`src/rtl/shift_arbiter.sv`:
```
// Two-requester round-robin arbiter in front of one shared shift datapath.
// A captured request runs through EXEC for one cycle and its result is held in HOLD until taken.

module sll (
    input  logic [31:0] data,
    input  logic [4:0]  shiftamt,
    output logic [31:0] out
);
    assign out = data << shiftamt;
endmodule

module sra (
    input  logic [31:0] data,
    input  logic [4:0]  shiftamt,
    output logic [31:0] out
);
    assign out = $unsigned($signed(data) >>> shiftamt);
endmodule

module shift_arbiter (
    input  logic        clock,
    input  logic        reset,
    input  logic        req0,
    input  logic        op0,
    input  logic [31:0] data0,
    input  logic [4:0]  shiftamt0,
    input  logic        req1,
    input  logic        op1,
    input  logic [31:0] data1,
    input  logic [4:0]  shiftamt1,
    output logic        ack0,
    output logic        ack1,
    output logic [31:0] out,
    output logic        out_valid,
    output logic        out_id,
    input  logic        out_taken,
    output logic        busy
);
    localparam logic [1:0] IDLE = 2'd0;
    localparam logic [1:0] EXEC = 2'd1;
    localparam logic [1:0] HOLD = 2'd2;

    logic [1:0]  state_r;
    logic        last_grant_r;
    logic        op_r;
    logic [31:0] data_r;
    logic [4:0]  amt_r;
    logic        id_r;
    logic        ack0_r;
    logic        ack1_r;
    logic [31:0] out_r;
    logic        out_valid_r;
    logic        out_id_r;
    logic        busy_r;

    logic        grant_s;
    logic [31:0] sll_out_s;
    logic [31:0] sra_out_s;
    logic [31:0] result_s;

    sll u_sll (.data(data_r), .shiftamt(amt_r), .out(sll_out_s));
    sra u_sra (.data(data_r), .shiftamt(amt_r), .out(sra_out_s));

    // Round-robin pick: on a tie the requester that did not win last time is served.
    always_comb begin
        grant_s = 1'b0;
        if (req0 && req1) begin
            grant_s = ~last_grant_r;
        end else if (req1) begin
            grant_s = 1'b1;
        end else begin
            grant_s = 1'b0;
        end
    end

    // Select the shifter output matching the captured operation.
    always_comb begin
        result_s = 32'd0;
        if (op_r) begin
            result_s = sra_out_s;
        end else begin
            result_s = sll_out_s;
        end
    end

    // Control FSM, operand capture and registered outputs.
    always_ff @(posedge clock or posedge reset) begin
        if (reset) begin
            state_r      <= IDLE;
            last_grant_r <= 1'b1;
            op_r         <= 1'b0;
            data_r       <= 32'd0;
            amt_r        <= 5'd0;
            id_r         <= 1'b0;
            ack0_r       <= 1'b0;
            ack1_r       <= 1'b0;
            out_r        <= 32'd0;
            out_valid_r  <= 1'b0;
            out_id_r     <= 1'b0;
            busy_r       <= 1'b0;
        end else begin
            ack0_r <= 1'b0;
            ack1_r <= 1'b0;
            case (state_r)
                IDLE: begin
                    if (req0 || req1) begin
                        id_r         <= grant_s;
                        last_grant_r <= grant_s;
                        if (grant_s) begin
                            op_r   <= op1;
                            data_r <= data1;
                            amt_r  <= shiftamt1;
                            ack1_r <= 1'b1;
                        end else begin
                            op_r   <= op0;
                            data_r <= data0;
                            amt_r  <= shiftamt0;
                            ack0_r <= 1'b1;
                        end
                        state_r <= EXEC;
                        busy_r  <= 1'b1;
                    end else begin
                        state_r <= IDLE;
                        busy_r  <= 1'b0;
                    end
                end
                EXEC: begin
                    out_r       <= result_s;
                    out_valid_r <= 1'b1;
                    out_id_r    <= id_r;
                    state_r     <= HOLD;
                    busy_r      <= 1'b1;
                end
                HOLD: begin
                    // A HOLD without a valid result can only come from corruption; drop back to IDLE.
                    if ((out_valid_r && out_taken) || !out_valid_r) begin
                        out_valid_r <= 1'b0;
                        state_r     <= IDLE;
                        busy_r      <= 1'b0;
                    end else begin
                        state_r <= HOLD;
                        busy_r  <= 1'b1;
                    end
                end
                default: begin
                    out_valid_r <= 1'b0;
                    state_r     <= IDLE;
                    busy_r      <= 1'b0;
                end
            endcase
        end
    end

    assign ack0      = ack0_r;
    assign ack1      = ack1_r;
    assign out       = out_r;
    assign out_valid = out_valid_r;
    assign out_id    = out_id_r;
    assign busy      = busy_r;
endmodule
```
`config.mk`:
```
export PLATFORM = sky130hd
export DESIGN_NAME = shift_arbiter
export DESIGN_NICKNAME = d
export VERILOG_FILES = /design/src/rtl/shift_arbiter.sv
export SDC_FILE = /design/constraint.sdc
export NUM_CORES = 1
export LEC_CHECK = 0
export CAP_MARGIN = 40
export CELL_PAD_IN_SITES_DETAIL_PLACEMENT = 2
export CELL_PAD_IN_SITES_GLOBAL_PLACEMENT = 2
export CORE_ASPECT_RATIO = 2
export CORE_MARGIN = 3
export CORE_UTILIZATION = 35
export DETAILED_ROUTE_END_ITERATION = 10
export GPL_TIMING_DRIVEN = 0
export PLACE_DENSITY_LB_ADDON = 0.1
export SLEW_MARGIN = 20
export SYNTH_ARGS = -nofsm -noshare
export SYNTH_HDL_FRONTEND = slang
export SYNTH_SLANG_ARGS = --single-unit
export TNS_END_PERCENT = 100
```
`constraint.sdc`:
```
create_clock -name clock -period 3.6 [get_ports clock]
set_input_delay 0.72 -clock clock [delete_from_list [all_inputs] [get_ports clock]]
set_output_delay 0.72 -clock clock [all_outputs]
set_load 0.1 [all_outputs]
```
==> metrics <==
status completed; Placer Congestion 1.040; Post-synth EDFFs 0; Synth Register Bits 79; CTS tree done; Pre-antenna DRT Iters 7; Die W ~110 µm; pin count of the biggest net entering global routing 48; final layout net count roughly 1000; max-slew violations 0; FMAX 309.3 MHz; Die Span Y about 210 µm; DPL Wire Length 36950 µm; type of the worst min-delay path reg -> reg; critical path class reg -> reg; RSZ-0062 raised after global routing false; total track usage 0.4011; layout cells sized above 1 0.2126; WP data arrival ~3500 ps; clk_lat worst skew 390 ps; H-tree lvl count 3; IO Pins roughly 120; Routed WL 45770 µm; Final Skew 13.10 ps; CP cell instances buf_2 > buf_2 > buf_2 > buf_2 > mux2i_1 > o22ai_1 > a21oi_1 > o211ai_1; Synth top cells by count 78 x dfrtp_1, 75 x nand2_1, 72 x mux4_2, 63 x clkbuf_1, 48 x nor2_1; Tmin final around 3200 ps; core area between 20000 and 25000 µm²; Syn Nets approximately 860; vias in the first global route 9629; Least-Margin Pin Slew around 960 ps; Reg-to-Reg Start amt_r[2]$_DFFE_PP0P_; asr flop ratio synth 1.000; grt total ovfl 0; endpoints failing hold 0; Slew HR 0.3606; CTS sink count 79; # setup viols final 0; Buf+Inv Stages, Crit Path 4; Max stage delay cell, worst path o22ai_1; Area contributors post-synth dfrtp_1 26%, mux4_2 22%, mux2i_1 6.2%; worst-path fanout max 10; Post-CTS Setup Inserts 0; hold path start out[6]$_DFFE_PP0P_; Top cell by count, worst path buf_2; endpoint type of the worst setup path flip-flop; DRT iter0 DRCs between 800 and 900; pre-CTS WS approximately 340 ps; Crit path required time slightly below 4000 ps; Initial Util 0.3558; Mean Syn Cell Area between 9 and 10 µm²; CP peak stage delay ~700 ps; drt drc 0; diode count 0; count leader, synth dfrtp_1; Worst setup SP type flip-flop; Synth top area share 0.2610; dominant cell type by area after synthesis dfrtp_1; vias per cell around 6.9; yosys warns 0; clock-pin slew of the registers on the worst-case setup and hold paths approximately 70 ps; port buffer count 117; Cell Area, Synth 7480 µm²; number of antenna-violating nets in the routed design 0; Seq/Total Area, Yosys 0.2645; max cap viols 0; CTS resizes 0; Site Rows 75; Final Cycle Share 0.8982; Main synth FF type dfrtp_1; Synth-to-Final Area Change 33.31%; wire per inst approximately 37 µm; via count ~8400; CTS root buf clkbuf_16; fin util 0.4743; Synth Instances 781; antenna violations before repair 0; DIE AREA ~23000 µm²; Unique masters post-synth 59; Hold Buf Count CTS 0; global-route wire length before repair 66030 µm; CTS buffer count 9; Critical Path Start amt_r[2]$_DFFE_PP0P_; final setup margin between 300 and 400 ps; Max clock buf depth 2; CP top delay family buffers and inverters
[per-layer routing]
| layer | GRT usage | share of wire |
|---|---|---|
| met5 | 0 | 0 |
| met1 | 0.3787 | 0.31 |
| met3 | 0.08351 | 0.064 |
| met4 | 0.3861 | 0.12 |
| met2 | 0.6923 | 0.51 |
[sequential cells by signal, indices dropped and copies added (netlist names)]
register	count
data_r	32
out	32
amt_r	5
state_r	2
ack0	1
ack1	1
busy	1
id_r	1
last_grant_r	1
op_r	1
out_id	1
out_valid	1
[final timing paths]
path	endpoint	slack, ps	cells after the start
setup / recovery	out[0]$_DFFE_PP0P_	370	8
hold / removal	out[6]$_DFFE_PP0P_	490	2
setup reg to reg	out[0]$_DFFE_PP0P_	370	8
hold reg to reg	out[6]$_DFFE_PP0P_	490	2
max in group asynchronous	last_grant_r$_DFFE_PP1P_	2230	3
min in group asynchronous	data_r[25]$_DFFE_PP0P_	710	2
[cells in the final DEF (no fill, tap or decap), types with 6 or more instances in the layout]
cell             netlist  routed
clkbuf_16              0       9
a211oi_1               6       6
a31oi_1               12      12
buf_4                 10      12
o22ai_1               10      10
nand3_1               21      21
mux2i_1               46      46
inv_1                 44      43
nor2b_1                8       8
a221oi_1               7       7
a21oi_1               30      30
nand2_1               75      75
nor3_1                11      10
mux2_2                27      27
a222oi_1              39      39
clkdlybuf4s50_1        0     117
mux4_2                72      72
o31ai_1                6       6
nand2b_1              11      11
o21ai_0               27      27
clkbuf_1              63      64
and3_1                 7       7
nor2_1                48      48
o211ai_1              18      18
dfrtp_1               78      78
buf_8                  0      34
buf_2                 23      24
[tightest hold or removal path, delay by kind of cell, from the launching register on]
family | cells | cell delay, ps
and+or+nand+nor | 1 | 50
DFF | 1 | 340
AOI/OAI and AO/OA | 1 | 60
[cell families (layout without fill, tap and decap cells)]
| kind of cell | count (synthesis) | after routing | share of synthesized area |
|---|---|---|---|
| AO/OA/AOI/OAI | 205 | 205 | 0.2056 |
| AND/OR/NAND/NOR | 204 | 204 | 0.1248 |
| buffers and inverters | 148 | 322 | 0.08615 |
| multiplexers | 145 | 145 | 0.3190 |
| flip-flops | 79 | 79 | 0.2645 |
[per-stage QoR]
step | cells | TNS [ps] | area (µm²) | hold slack (ps)
2_1_floorplan | 781 | 0 | 7480 | 439.5
3_3_place_gp | 1167 | -39600 | 8987 | 463.5
3_5_place_dp | 1208 | 0 | 9647 | 482.6
4_1_cts | 1224 | 0 | 9971 | 497.2
5_1_grt | 1224 | 0 | 9971 | 532.5
6_report | 1224 | 0 | 9971 | 488.4
[area by class of cell]
| cell class | instances | area (µm²) |
|---|---|---|
| inverter | 46 | 175.2 |
| clock inverter | 5 | 81.33 |
| tap | 269 | 336.6 |
| multi-input combinational | 554 | 4873 |
| sequential | 79 | 1978 |
| timing repair buffer | 158 | 1812 |
| fill | 2225 | 11050 |
| buffer | 102 | 471.7 |
| clock buffer | 11 | 242.7 |
Power is left out: the tool's default activity adds up to more than one toggle a clock period on the data nets, which glitch-free logic cannot reach.
